`config.mk`:
```
export PLATFORM = sky130hd
export DESIGN_NAME = mon_rule_access_ctrl
export DESIGN_NICKNAME = d
export VERILOG_FILES = /design/src/rtl/mon_rule_access_ctrl_pkg.sv /design/src/rtl/mon_rule_access_ctrl_req_timer.sv /design/src/rtl/mon_rule_access_ctrl.sv
export SDC_FILE = /design/constraint.sdc
export NUM_CORES = 1
export LEC_CHECK = 0
export BUFFER_PORTS_ARGS = -buffer_cell sky130_fd_sc_hd__clkbuf_2
export CAP_MARGIN = 20
export CELL_PAD_IN_SITES_DETAIL_PLACEMENT = 0
export CELL_PAD_IN_SITES_GLOBAL_PLACEMENT = 1
export CORE_AREA = 2 2 330 332
export DETAILED_ROUTE_END_ITERATION = 8
export DIE_AREA = 0 0 332 334
export PLACE_DENSITY = 0.51
export SLEW_MARGIN = 20
export SYNTH_ARGS = -nofsm -noshare
export SYNTH_HDL_FRONTEND = slang
export SYNTH_SLANG_ARGS = --single-unit
```
`constraint.sdc`:
```
create_clock -name clk -period 3.4 [get_ports clk]
set_clock_uncertainty 0.05 [all_clocks]
set_input_delay 0.85 -clock clk [delete_from_list [all_inputs] [get_ports clk]]
set_output_delay 0.85 -clock clk [all_outputs]
set_load 0.02 [all_outputs]
```
`src/rtl/mon_rule_access_ctrl_pkg.sv`:
```
// Shared definitions for the monitoring rule-table access path: defaults common
// to the lookup core and its initiator, the controller state encoding, and a
// small address range helper.
package mon_rule_access_ctrl_pkg;

  localparam int unsigned MON_LUT_DEPTH_BITS_DEF = 5;
  localparam int unsigned TUPLE_WIDTH_DEF        = 104;
  localparam int unsigned LUT_ENTRIES_DEF        = 32;
  localparam int unsigned TIMEOUT_CYCLES_DEF     = 255;

  typedef enum logic [1:0] {
    ST_IDLE     = 2'd0,
    ST_REQ_WR   = 2'd1,
    ST_REQ_RD   = 2'd2,
    ST_COMPLETE = 2'd3
  } mon_ctrl_state_e;

  // True when the entry index addresses an implemented table row.
  function automatic logic addr_in_range(input int unsigned addr,
                                         input int unsigned entries);
    return (addr < entries);
  endfunction

endpackage

```
`src/rtl/mon_rule_access_ctrl_req_timer.sv`:
```
// Saturating up-counter that bounds how long a req may wait for its ack.
// clear restarts the count; enable advances it by one per cycle. expire is
// asserted in the cycle whose edge would bring the count to LIMIT, so a caller
// that drops enable when ack arrives lets the ack win over the timeout.
module mon_req_timer #(
  parameter int unsigned LIMIT = 255
) (
  input  logic clk,
  input  logic reset,
  input  logic clear,
  input  logic enable,
  output logic expire
);

  localparam int unsigned CNT_W = (LIMIT < 1) ? 1 : $clog2(LIMIT + 1);
  localparam logic [CNT_W:0]   LIMIT_EXT = (CNT_W + 1)'(LIMIT);
  localparam logic [CNT_W-1:0] LIMIT_CNT = CNT_W'(LIMIT);

  logic [CNT_W-1:0] count;
  logic [CNT_W:0]   count_inc;

  assign count_inc = {1'b0, count} + {{CNT_W{1'b0}}, 1'b1};
  assign expire    = enable && (count_inc >= LIMIT_EXT);

  // Count enabled cycles, holding at LIMIT until the next clear.
  always_ff @(posedge clk) begin
    if (reset) begin
      count <= '0;
    end else if (clear) begin
      count <= '0;
    end else if (enable && (count != LIMIT_CNT)) begin
      count <= count_inc[CNT_W-1:0];
    end
  end

endmodule

```
`src/rtl/mon_rule_access_ctrl.sv`:
```
// Initiator for the monitoring TCAM rule read/write interface. Accepts one
// command at a time from the register block, runs a level req/ack handshake
// with the lookup core, captures read-back data and reports status.
//
// state       | meaning
// ------------+--------------------------------------------------------------
// ST_IDLE     | waiting for cmd_valid; commands are only accepted here
// ST_REQ_WR   | mon_wr_req held high from latched addr/rule/mask until ack
// ST_REQ_RD   | mon_rd_req held high from latched addr until ack
// ST_COMPLETE | one-cycle done pulse, then back to idle
module mon_rule_access_ctrl
  import mon_rule_access_ctrl_pkg::*;
#(
  parameter int unsigned MON_LUT_DEPTH_BITS = MON_LUT_DEPTH_BITS_DEF,
  parameter int unsigned LUT_ENTRIES        = LUT_ENTRIES_DEF,
  parameter int unsigned TUPLE_WIDTH        = TUPLE_WIDTH_DEF,
  parameter int unsigned TIMEOUT_CYCLES     = TIMEOUT_CYCLES_DEF
) (
  input  logic                          clk,
  input  logic                          reset,

  input  logic                          cmd_valid,
  input  logic                          cmd_wr,
  input  logic [MON_LUT_DEPTH_BITS-1:0] cmd_addr,
  input  logic [TUPLE_WIDTH-1:0]        cmd_rule,
  input  logic [TUPLE_WIDTH-1:0]        cmd_rulemask,

  output logic [MON_LUT_DEPTH_BITS-1:0] mon_rd_addr,
  output logic                          mon_rd_req,
  input  logic [TUPLE_WIDTH-1:0]        mon_rd_rule,
  input  logic [TUPLE_WIDTH-1:0]        mon_rd_rulemask,
  input  logic                          mon_rd_ack,

  output logic [MON_LUT_DEPTH_BITS-1:0] mon_wr_addr,
  output logic                          mon_wr_req,
  output logic [TUPLE_WIDTH-1:0]        mon_wr_rule,
  output logic [TUPLE_WIDTH-1:0]        mon_wr_rulemask,
  input  logic                          mon_wr_ack,

  output logic [TUPLE_WIDTH-1:0]        rd_rule,
  output logic [TUPLE_WIDTH-1:0]        rd_rulemask,
  output logic                          busy,
  output logic                          done,
  output logic                          err_timeout,
  output logic                          err_range,
  output logic                          cmd_overrun
);

  mon_ctrl_state_e               state;
  logic [MON_LUT_DEPTH_BITS-1:0] addr_q;
  logic [TUPLE_WIDTH-1:0]        rule_q;
  logic [TUPLE_WIDTH-1:0]        mask_q;

  logic addr_ok;
  logic cmd_accept;
  logic tmr_enable;
  logic tmr_expire;

  // The latched command drives the interface for the whole req period, so
  // the responder sees stable address/data regardless of the register block.
  assign mon_rd_addr     = addr_q;
  assign mon_wr_addr     = addr_q;
  assign mon_wr_rule     = rule_q;
  assign mon_wr_rulemask = mask_q;

  assign addr_ok    = addr_in_range(32'(cmd_addr), LUT_ENTRIES);
  assign cmd_accept = (state == ST_IDLE) && cmd_valid;

  // The timer only advances while waiting; an ack in the same cycle
  // suppresses expire, so a last-moment ack is treated as success.
  assign tmr_enable = ((state == ST_REQ_WR) && !mon_wr_ack) ||
                      ((state == ST_REQ_RD) && !mon_rd_ack);

  mon_req_timer #(
    .LIMIT (TIMEOUT_CYCLES)
  ) u_req_timer (
    .clk    (clk),
    .reset  (reset),
    .clear  (cmd_accept),
    .enable (tmr_enable),
    .expire (tmr_expire)
  );

  // Command sequencing FSM with all status and req outputs registered.
  always_ff @(posedge clk) begin
    if (reset) begin
      state       <= ST_IDLE;
      addr_q      <= '0;
      rule_q      <= '0;
      mask_q      <= '0;
      mon_rd_req  <= 1'b0;
      mon_wr_req  <= 1'b0;
      rd_rule     <= '0;
      rd_rulemask <= '0;
      busy        <= 1'b0;
      done        <= 1'b0;
      err_timeout <= 1'b0;
      err_range   <= 1'b0;
      cmd_overrun <= 1'b0;
    end else begin
      done <= 1'b0;

      case (state)
        ST_IDLE: begin
          if (cmd_valid) begin
            addr_q      <= cmd_addr;
            rule_q      <= cmd_rule;
            mask_q      <= cmd_rulemask;
            err_timeout <= 1'b0;
            cmd_overrun <= 1'b0;
            if (!addr_ok) begin
              // Out-of-range entries never reach the responder.
              err_range <= 1'b1;
              done      <= 1'b1;
              state     <= ST_COMPLETE;
            end else begin
              err_range <= 1'b0;
              busy      <= 1'b1;
              if (cmd_wr) begin
                mon_wr_req <= 1'b1;
                state      <= ST_REQ_WR;
              end else begin
                mon_rd_req <= 1'b1;
                state      <= ST_REQ_RD;
              end
            end
          end
        end

        ST_REQ_WR: begin
          if (cmd_valid) begin
            cmd_overrun <= 1'b1;
          end
          if (mon_wr_ack) begin
            mon_wr_req <= 1'b0;
            busy       <= 1'b0;
            done       <= 1'b1;
            state      <= ST_COMPLETE;
          end else if (tmr_expire) begin
            mon_wr_req  <= 1'b0;
            busy        <= 1'b0;
            done        <= 1'b1;
            err_timeout <= 1'b1;
            state       <= ST_COMPLETE;
          end
        end

        ST_REQ_RD: begin
          if (cmd_valid) begin
            cmd_overrun <= 1'b1;
          end
          if (mon_rd_ack) begin
            rd_rule     <= mon_rd_rule;
            rd_rulemask <= mon_rd_rulemask;
            mon_rd_req  <= 1'b0;
            busy        <= 1'b0;
            done        <= 1'b1;
            state       <= ST_COMPLETE;
          end else if (tmr_expire) begin
            mon_rd_req  <= 1'b0;
            busy        <= 1'b0;
            done        <= 1'b1;
            err_timeout <= 1'b1;
            state       <= ST_COMPLETE;
          end
        end

        ST_COMPLETE: begin
          // Holding here for one cycle also guarantees a req-low gap.
          if (cmd_valid) begin
            cmd_overrun <= 1'b1;
          end
          state <= ST_IDLE;
        end

        default: begin
          state <= ST_IDLE;
        end
      endcase
    end
  end

endmodule
```
* Word-level counts from Yosys, hierarchy flattened
Index checks and enable logic that the tools add are counted.
** Word-level totals
- Flip-flop bits (word level) :: 437
- Latch bits :: 0
- Bits in writable memories :: 0
- Bits in read-only memories :: 0
- Input bits :: 427
- Output and inout bits :: 433
- Logic and storage cells :: 78
- Memories kept :: 0
** Operators by class
- Add/sub/neg operators :: 1
- Multiply operators :: 0
- Divide/modulo/power cells :: 0
- Magnitude comparators :: 1
- Equality and inequality tests :: 12
- Shifts and indexed selects :: 0
- Multiplexer cells :: 30
- Bitwise gates (word level) :: 0
- Reductions and logical operators :: 21
** Operator list (number)
- two-way mux 1 bit :: 18
- AND reduction 4 bit :: 3
- two-way mux 2 bit :: 5
- inequality test 2 bit (second input constant) :: 5
- adder 8 x 1 -> 9 bit (second input constant) :: 1
- >= comparator 9 x 8 -> 1 bit (second input constant) :: 1
- inequality test 8 bit (second input constant) :: 1
- case mux 1 bit (2 select lines) :: 4
- case mux 2 bit (4 select lines) :: 1
- AND reduction 2 bit :: 4
- inequality test 3 bit (second input constant) :: 2
- case mux 1 bit (3 select lines) :: 2
- logical AND 1 bit :: 5
- equality test 2 bit (second input constant) :: 2
- nonzero test 2 bit :: 2
- nonzero test 3 bit :: 1
- OR reduction 3 bit :: 1
- equality test 2 x 1 -> 1 bit (second input constant) :: 1
- zero test 1 bit :: 2
- zero test 2 bit :: 1
- inequality test 2 x 1 -> 1 bit (second input constant) :: 1
- OR reduction 2 bit :: 1
- logical OR 1 bit :: 1

* Depth between registers and ports, before layout
Gate-level depths: netlist of the first run.
- Word-level depth :: 7
- Depth in mapped cells :: 9

* Cells and area by module
Synthesis of the first run repeated with hierarchy kept, for this count alone.
** Second synthesis, totals
- Cells, all modules :: 1960
- Area, all modules :: 15602.5 um2
** By module, submodules not included
- mon_rule_access_ctrl :: instances 1, cells an instance 1894, area an instance 15019.4 um2, sequential area each 8588.2 um2
- mon_req_timer :: instances 1, cells an instance 66, area an instance 583.1 um2, sequential area each 160.2 um2

* Worst setup path after synthesis of the first run
No wires, ideal clock.
- Path kind :: in2reg
- Start :: input port cmd_valid
- End :: register addr_q[0] (netlist: mon_rd_addr[0])
- Library setup time :: 0.070 ns
- Arrival :: 1.795 ns
- Data required time :: 3.280 ns
- Path slack :: 1.485 ns
- Stages on the path :: 6
- Path buffers :: 3
- Cells stage by stage :: buf_2 nand2_1 buf_2 buf_1 nand2_1 a21oi_1
** On the way
- Longest elaborated chain between the ends :: 1
** RTL lines
- start: declaration :: RTL line mon_rule_access_ctrl.sv:22 : input logic cmd_valid,
- AND reduction 2 bit (no line)
- end signal: assignment :: RTL line mon_rule_access_ctrl.sv:106 : addr_q <= cmd_addr;
- end: declaration :: RTL line mon_rule_access_ctrl.sv:50 : logic [MON_LUT_DEPTH_BITS-1:0] addr_q;
No other way between the ends.
A chain may end at the register's enable or synchronous reset.

* Final worst setup path of the first run
- Start :: register state[0]
- End :: register rule_q[90] (netlist: mon_wr_rule[90])
** On the way
- Longest elaborated chain between the ends :: 2
** RTL lines
- start: declaration :: RTL line mon_rule_access_ctrl.sv:49 : mon_ctrl_state_e state;
- start signal: assignment :: RTL line mon_rule_access_ctrl.sv:87 : state <= ST_IDLE;
- start signal: assignment :: RTL line mon_rule_access_ctrl.sv:115 : state <= ST_COMPLETE;
- start signal: assignment :: RTL line mon_rule_access_ctrl.sv:121 : state <= ST_REQ_WR;
- zero test 2 bit :: RTL line mon_rule_access_ctrl.sv:103 : case (state)
- AND reduction 2 bit (no line)
- end signal: assignment :: RTL line mon_rule_access_ctrl.sv:107 : rule_q <= cmd_rule;
- end: declaration :: RTL line mon_rule_access_ctrl.sv:51 : logic [TUPLE_WIDTH-1:0] rule_q;
No other way between the ends.

==> results of run 1 <==
## placed cells by master (no fill, tap or decap), drive strengths merged, types with 2 or more instances in the layout
cell type / n
clkbuf: 942
nand2: 853
dfxtp: 437
a21oi: 425
buf: 48
nor2: 19
inv: 8
o21ai: 8
clkinv: 7
nand3: 6
ha: 6
xor2: 4
nor3: 4
and3: 4
a31oi: 4
and2: 4
diode: 3
o2bb2ai: 3
nand2b: 2
and4: 2
nor4b: 2
a41oi: 2
bufinv: 2
nand4: 2
and4b: 2
## layer usage
metal  routed length (um)  global-route usage
met5                   13                   0
met4                 1980              0.0406
met3                 4620              0.0340
met2                34900               0.209
met1                29000               0.144
## through the flow
step | total power [uW] | utilization | std cells
final | 17800 | 0.215 | 4231
after global routing | 18900 | 0.214 | 4230
after global placement | 12200 | 0.198 | 4133
after floorplan | 9810 | - | 1968
after CTS | 18200 | 0.214 | 4228
after detailed placement | 12200 | 0.198 | 4133
## where the power goes
part           internal, uW  total (uW)  leakage, uW  switching (uW)
Clock                  3470        5840     0.000869            2370
Sequential             6000        6470      0.00357             475
Combinational          1680        5470      0.00568            3790
## worst paths after layout
path | start | end
max | state[0] | mon_wr_rule[90]
min | mon_rd_rulemask[101] | rd_rulemask[101]
max reg2reg | state[0] | mon_wr_rule[90]
min reg2reg | mon_wr_rule[52] | mon_wr_rule[52]
## final cells by class
| class | instances | share of cell area |
|---|---|---|
| diodes | 3 | 0.000325 |
| clock buffers | 85 | 0.0719 |
| clock inverters | 10 | 0.00444 |
| inverters | 8 | 0.00130 |
| multi-input cells | 1369 | 0.259 |
| flip-flops and latches | 437 | 0.378 |
| well taps | 1414 | 0.0765 |
| repair buffers | 905 | 0.208 |
## registers in the layout, indices dropped and copies added, names as in the netlist, 2 cells and up
name,flops
u_req_timer.count,8
rd_rule,104
rd_rulemask,104
mon_rd_addr,5
state,2
mon_wr_rulemask,104
mon_wr_rule,104
## Yosys cell counts (3+ instances only)
master,number,share of area
a21oi_1,425,0.14
a31oi_1,3,0.0012
and2_1,3,0.0012
and3_1,3,0.0012
buf_1,11,0.0027
buf_2,39,0.013
buf_4,7,0.0034
clkbuf_1,94,0.023
dfxtp_1,437,0.57
ha_1,6,0.0049
inv_1,8,0.0019
nand2_1,852,0.21
nand3_1,6,0.0019
nor2_1,19,0.0046
nor3_1,4,0.0013
o21ai_0,6,0.0019
o2bb2ai_1,3,0.0017
xor2_1,4,0.0023
## logic make-up after synthesis
family / count (synthesis)
other: 1
XOR/XNOR: 5
AND/OR/NAND/NOR: 904
multiplexers: 1
buffers and inverters: 162
AO/OA/AOI/OAI: 452
flip-flops: 437
adder cells (fa/ha/maj): 6
## worst max-delay path: stages (launching register included)
cell	delay, ns
dfxtp_1	0.34
inv_1	0.11
ha_1	0.36
and2_4	0.52
buf_4	0.48
nand2_1	0.11
a21oi_1	0.14
==> flow_metrics.py, run 1 <==
metrics = {
    "grt": {
        "grt_first_pass_wirelength_um": 103000,
        "track_usage": 0.121,
        "antenna_found_initial": 4,
        "grt_max_degree": 96,
        "overflow": 0,
        "first_global_vias": 15400,
    },
    "layout": {
        "finalNetCount": 3209,
        "drive_gt1_frac": 0.355,
        "postLayoutCellArea_um2": 23100,
        "fillers": 12400,
        "register_area_um2": 8750,
        "syn2layout_area_growth_pct": 49.9,
        "multi_input_area_um2": 5980,
    },
    "floorplanning": {
        "io_pins": 860,
        "die_w_um": 332,
        "core_area_um2": 108000,
        "die-area_um2": 111000,
        "die_h_um": 334,
        "start_util": 0.143,
        "fp-row-count": 121,
    },
    "worst_setup_path": {
        "critPathArrivalTime_ns": 2.74,
        "crit_required_ns": 3.88,
        "r2r_setup_slack_ns": 1.14,
        "worst-path-max-fanout": 40,
        "ff2ff_path_depth": 6,
        "criticalPathCategory": "reg2reg",
        "critPathCaptureType": "flip-flop",
        "crit_path_start_kind": "flip-flop",
    },
    "run": {
        "drv_cap": 0,
    },
    "placed_design": {
        "gp_congestion": 0.791,
        "post-place-ws_ns": 0.716,
        "hpwl_um": 52500,
        "port_buffers": 858,
        "place_area_um2": 21400,
    },
    "worst_hold_path": {
        "holdPathStages": 3,
        "worstHoldPathType": "in2reg",
    },
    "clock_tree": {
        "cts.sinks": 437,
        "clk_pin_slew_ns": 0.06,
        "cts_htree_levels": 2,
        "clk_path_buf_depth": 3,
        "cts_tree": "done",
        "cts_setup_buffers": 0,
        "clkLatencyLatePin_ns": 0.62,
        "root_buffer": "clkbuf_16",
        "post_cts_resize_count": 0,
        "cts_made_buffers": 55,
        "hold_buffers": 0,
    },
    "routing": {
        "firstDrtPassIters": 5,
        "via_count": 15800,
        "drtIter0Drc": 702,
        "drcViolationCount": 0,
        "wirelength_um": 70500,
        "wire_per_inst_um": 16.7,
        "vias_per_cell": 3.73,
        "final_antenna_net_count": 0,
    },
    "logic_synthesis": {
        "synth_xor_area_frac": 0.00284,
        "synth_cell_type_count": 50,
        "synth_cells": 1968,
        "synthMuxAreaShare": 0.000649,
        "avgSynthCellArea_um2": 7.84,
        "synthArstFlopShare": 0,
        "ys_seq_elements": 437,
        "synthSimpleGateAreaFrac": 0.227,
        "synth_compound_area_frac": 0.152,
        "synth_ff_type": "dfxtp_1",
        "synth_top_family_by_area": "simple AND/OR/NAND/NOR gates",
        "synthAdderAreaFrac": 0.00487,
        "syn_area_um2": 15400,
        "synthesis.nets": 2401,
        "synth-edff-count": 0,
        "synth_seq_area_share": 0.567,
        "yosysWarnings": 0,
    },
    "timing": {
        "worst_slack_ns": 1.14,
        "final_max_slew_viol_count": 0,
        "rsz0062_at_grt": "no",
        "relSlewSlack": 0.472,
        "hold_violations": 0,
        "period_share": 0.665,
        "holdWs_ns": 0.398,
        "fmax_ghz": 0.442,
        "setup-tns-final_ns": 0,
        "period_minus_slack_ns": 2.26,
        "tightest_slew_ns": 0.791,
        "final-setup-viol-count": 0,
    },
    "pwr": {
        "p_leak_uw": 0.0101,
        "peakVddDrop_uv": 365,
        "p_per_area_nw_per_um2": 769,
    },
    "outcome": {
        "outcome": "finished clean",
    },
}
(Power assumes the default switching activity.)
==> run 2, diff against run 1 <==
Settings changed: CORE_AREA 2 2 330 332 to 2 2 336 338, DIE_AREA 0 0 332 334 to 0 0 338 340, PLACE_DENSITY 0.51 to 0.5.
Clock period 3.4 ns to 2.1 ns, I/O delays scaled along.
==> run 2 against run 1 <==
- via count grew 4.3%
- clock-buffer cell count is 1 higher
- utilization is 0.54 points higher
- worst setup slack worse by 0.99 ns
- design area grew 6.1%
- die area grew 3.6%
- cell count is 4.8% higher
- global-route usage rose by 0.37 points
- critical endpoint is now mon_wr_addr[3]
- largest cell class unchanged
- largest power group unchanged
==> flow_metrics.py, run 2 (synthesis gave the netlist of run 1 again) <==
metrics = {
    "outcome": {
        "outcome": "finished clean",
    },
    "floorplanning": {
        "start_util": 0.138,
        "die_h_um": 340,
        "die-area_um2": 115000,
        "io_pins": 860,
        "core_area_um2": 112000,
        "fp-row-count": 123,
        "die_w_um": 338,
    },
    "clock_tree": {
        "post_cts_resize_count": 0,
        "cts_made_buffers": 58,
        "clk_path_buf_depth": 3,
        "clkLatencyLatePin_ns": 0.62,
        "clk_pin_slew_ns": 0.05,
        "cts_htree_levels": 2,
        "cts.sinks": 437,
        "hold_buffers": 91,
        "cts_tree": "done",
        "cts_setup_buffers": 0,
        "root_buffer": "clkbuf_16",
    },
    "pwr": {
        "pwr-share-comb": 0.317,
        "p_per_area_nw_per_um2": 1230,
        "p_leak_uw": 0.0107,
        "power.internal_uw": 19100,
        "p_switching_uw": 11100,
        "seqPwrFrac": 0.347,
        "p_clk_frac": 0.336,
        "peakVddDrop_uv": 562,
        "swShare": 0.369,
    },
    "routing": {
        "drcViolationCount": 0,
        "wire_per_inst_um": 17.1,
        "routed-wl-met2_um": 37100,
        "firstDrtPassIters": 5,
        "m1WireLength_um": 31300,
        "wirelength_um": 75700,
        "wl_met3_um": 5200,
        "final_antenna_net_count": 0,
        "drtIter0Drc": 640,
        "vias_per_cell": 3.71,
        "topRoutingLayerUsed": "met4",
        "via_count": 16400,
    },
    "grt": {
        "grt_first_pass_wirelength_um": 107000,
        "first_global_vias": 15900,
        "antenna_found_initial": 6,
        "overflow": 0,
        "track_usage": 0.125,
        "grt_max_degree": 93,
    },
    "timing": {
        "hold_violations": 0,
        "final-setup-viol-count": 0,
        "period_share": 0.929,
        "setup-tns-final_ns": 0,
        "fmax_ghz": 0.512,
        "period_minus_slack_ns": 1.95,
        "rsz0062_at_grt": "no",
        "final_max_slew_viol_count": 0,
    },
    "placed_design": {
        "port_buffers": 858,
        "hpwl_um": 57700,
        "place_area_um2": 21700,
        "gp_congestion": 0.826,
    },
    "layout": {
        "final_common_cell": "clkbuf_2",
        "drive_gt1_frac": 0.348,
        "finalNetCount": 3319,
        "postLayoutCellArea_um2": 24500,
        "final_cell_mix": "clkbuf_2 (857), nand2_1 (850), dfxtp_1 (437)",
        "fillers": 12700,
        "syn2layout_area_growth_pct": 59.1,
    },
    "worst_setup_path": {
        "cp_cell_sequence": "clkbuf_2",
        "cp_slowest_cell": "dfxtp_1",
        "r2r_setup_slack_ns": 0.22,
        "worst-path-max-fanout": 3,
        "cpPeakStageDelay_ns": 0.51,
        "crit_path_start_kind": "flip-flop",
        "crit_start": "mon_rd_addr[3]",
        "path_buf_inv": 1,
        "critPathCaptureType": "output pin",
        "reg2reg_from": "u_req_timer.count[0]",
        "path_delay_family": "flip-flops",
        "criticalPathCategory": "reg2out",
        "critPathArrivalTime_ns": 1.38,
        "crit_required_ns": 1.52,
        "reg2reg_to": "mon_wr_req",
        "ff2ff_path_depth": 6,
    },
    "worst_hold_path": {
        "min-delay-start": "mon_rd_rulemask[56]",
        "worstHoldPathType": "in2reg",
        "holdPathEnd": "rd_rulemask[56]",
        "holdPathStages": 3,
    },
    "run": {
        "drv_cap": 0,
    },
}
==> run 2: changes by cell type in the layout (fill, tap and decap cells not counted), sizes merged <==
cell	delta
dlygate4sd3	+91
clkbuf	+1
clkinv	-1
bufinv	+3
clkinvlp	+2
diode	+4
buf	+16
inv	+2
==> run 2: worst max path at each step <==
stage | to | slack [ns] | cells past startpoint
after floorplan | err_timeout | 0.33 | 8
after global placement | mon_wr_req | 0.21 | 6
after detailed placement | mon_wr_req | 0.21 | 6
after CTS | mon_wr_addr[3] | 0.08 | 1
after global routing | mon_wr_addr[3] | 0.07 | 1
final | mon_wr_addr[3] | 0.15 | 1
==> run 2: metal layers <==
layer | track usage | vias up
li1 | - | 8185
met1 | 0.150 | 7654
met5 | 0 | -
met3 | 0.0346 | 109
met4 | 0.0433 | 0
met2 | 0.212 | 487
==> run 2: per-stage QoR <==
step,total power [uW],setup WS [ns],util,hold slack [ns],cells
2_1_floorplan,15900,0.334,-,0.462,1968
3_3_place_gp,20300,0.214,0.194,0.392,4235
3_5_place_dp,20300,0.210,0.194,0.396,4235
4_1_cts,30900,0.0801,0.220,0.00000139,4428
5_1_grt,32000,0.0741,0.220,0.0154,4432
6_report,30200,0.148,0.220,0.0693,4435
==> run 2: cell type report <==
type | instances | area [um^2] | area share
diodes | 7 | 17.5 | 0.000714
clock buffers | 86 | 1700 | 0.0693
clock inverters | 16 | 226 | 0.00923
inverters | 8 | 30.0 | 0.00122
multi-input cells | 1369 | 5980 | 0.244
flip-flops and latches | 437 | 8750 | 0.357
well taps | 1500 | 1880 | 0.0765
repair buffers | 1012 | 5950 | 0.243
==> run 2: power by group through the flow <==
| stage | Sequential, uW | Combinational [uW] | Clock, uW |
|---|---|---|---|
| 2_1_floorplan | 12200 | 3650 | 0 |
| 3_3_place_gp | 10600 | 9710 | 0 |
| 3_5_place_dp | 10700 | 9650 | 0 |
| 4_1_cts | 10500 | 9810 | 10600 |
| 5_1_grt | 10700 | 10500 | 10900 |
| 6_report | 10500 | 9570 | 10100 |
==> run 3, diff against run 2 <==
Settings changed: ABC_CLOCK_PERIOD_IN_PS set to 2100, PLACE_DENSITY 0.5 to 0.55.
==> run 3 against run 2 <==
- first-iteration DRC count rose by 8.1%
- combinational power about the same
- worst setup slack gained 0.0068 ns
- sequential share of layout area grew 1.1 points
- clock power about the same
- utilization fell by 0.67 points
- via count down 3.1%
- design area down 3.0%
- critical path depth unchanged
- non-clock buffer count down 76
- cell count shrank 1.9%
==> flow_metrics.py, run 3 (synthesis gave the netlist of run 1 again) <==
metrics = {
    "clock_tree": {
        "clk_pin_slew_ns": 0.06,
        "cts.sinks": 437,
        "post_cts_resize_count": 0,
        "cts_made_buffers": 55,
        "clkLatencyLatePin_ns": 0.61,
        "cts_setup_buffers": 0,
        "clk_path_buf_depth": 3,
        "cts_tree": "done",
        "root_buffer": "clkbuf_16",
        "cts_htree_levels": 2,
    },
    "worst_hold_path": {
        "holdPathStages": 3,
        "holdPathEnd": "rd_rulemask[13]",
        "min-delay-start": "mon_rd_rulemask[13]",
        "worstHoldPathType": "in2reg",
    },
    "routing": {
        "final_antenna_net_count": 0,
        "wirelength_um": 71100,
        "firstDrtPassIters": 5,
        "via_count": 15900,
        "drcViolationCount": 0,
        "wire_per_inst_um": 16.3,
        "vias_per_cell": 3.66,
        "drtIter0Drc": 692,
    },
    "placed_design": {
        "place_area_um2": 21900,
        "hpwl_um": 54400,
        "port_buffers": 858,
        "gp_congestion": 0.815,
    },
    "layout": {
        "final_cell_mix": "clkbuf_2 (857), nand2_1 (850), dfxtp_1 (437)",
        "final_common_cell": "clkbuf_2",
        "drive_gt1_frac": 0.362,
        "finalNetCount": 3240,
        "syn2layout_area_growth_pct": 54.3,
        "postLayoutCellArea_um2": 23800,
    },
    "worst_setup_path": {
        "worst-path-max-fanout": 3,
        "r2r_setup_slack_ns": 0.17,
        "path_delay_family": "flip-flops",
        "path_buf_inv": 1,
        "critPathArrivalTime_ns": 1.37,
        "critPathCaptureType": "output pin",
        "cp_slowest_cell": "dfxtp_1",
        "reg2reg_to": "rd_rule[61]",
        "crit_required_ns": 1.52,
        "crit_path_start_kind": "flip-flop",
        "cpPeakStageDelay_ns": 0.51,
        "reg2reg_from": "state[0]",
        "ff2ff_path_depth": 6,
        "criticalPathCategory": "reg2out",
        "cp_cell_sequence": "clkbuf_2",
    },
    "timing": {
        "fmax_ghz": 0.514,
        "rsz0062_at_grt": "no",
        "period_share": 0.926,
        "final-setup-viol-count": 0,
        "setup-tns-final_ns": 0,
        "hold_violations": 0,
        "final_max_slew_viol_count": 0,
        "period_minus_slack_ns": 1.94,
        "relSlewSlack": 0.621,
        "tightest_slew_ns": 0.569,
    },
    "grt": {
        "grt_first_pass_wirelength_um": 102000,
        "overflow": 0,
        "antenna_found_initial": 6,
        "first_global_vias": 15500,
        "grt_max_degree": 79,
        "track_usage": 0.118,
    },
    "floorplanning": {
        "fp-row-count": 123,
        "die_w_um": 338,
        "start_util": 0.138,
        "io_pins": 860,
        "die-area_um2": 115000,
        "core_area_um2": 112000,
        "die_h_um": 340,
    },
    "pwr": {
        "p_leak_uw": 0.0104,
        "peakVddDrop_uv": 614,
        "p_per_area_nw_per_um2": 1260,
    },
    "run": {
        "drv_cap": 0,
    },
    "outcome": {
        "outcome": "finished clean",
    },
}
-- run 3: per-stage QoR --
step | hold slack (ns) | util | instances | power (uW) | worst slack, ns
after floorplan | 0.462 | - | 1968 | 15900 | 0.334
after global placement | 0.391 | 0.196 | 4245 | 20400 | 0.0939
after detailed placement | 0.395 | 0.196 | 4245 | 20400 | 0.0984
after CTS | 0.000291 | 0.213 | 4348 | 30600 | 0.0895
after global routing | 0.0196 | 0.213 | 4351 | 31700 | 0.0319
final | 0.0752 | 0.213 | 4352 | 29900 | 0.155
-- run 3: report_power, final --
group          leakage [uW]  switching (uW)  internal (uW)  total (uW)
Sequential          0.00357             763           9710       10500
Clock              0.000919            3830           6030        9860
Combinational       0.00591            6380           3190        9570
Total                0.0104           11000          18900       29900
-- run 3: layout make-up --
class	count	area, um^2
diodes	4	10.0
repair buffers	936	5270
fillers	12700	87800
clock buffers	82	1660
flip-flops and latches	437	8750
clock inverters	16	216
multi-input cells	1369	5980
well taps	1500	1880
inverters	8	30.0
-- run 3: worst max path at each step --
stage / end / slack (ns) / from / depth (start not counted)
3_5_place_dp: rd_rule[61] / 0.1 / mon_rd_ack / 5
2_1_floorplan: err_timeout / 0.33 / state[0] / 8
6_report: mon_rd_addr[3] / 0.16 / mon_rd_addr[3] / 1
3_3_place_gp: rd_rule[61] / 0.09 / mon_rd_ack / 5
5_1_grt: done / 0.03 / u_req_timer.count[0] / 6
4_1_cts: mon_rd_addr[3] / 0.09 / mon_rd_addr[3] / 1
-- run 3: repair_timing --
item,in CTS,in global routing
endpoints found under the hold margin,5,0
setup endpoints to repair,0,0
hold buffers,5,0
-- run 3: layer usage --
metal  part of all wire  vias to the layer above  wire (um)  global-route usage
met1               0.41                     7360      29500               0.140
met2               0.50                      454      35300               0.206
li1                   -                     8021          -                   -
met3              0.067                       87       4790              0.0318
met5                  0                        -          0                   0
met4              0.022                        0       1560              0.0329
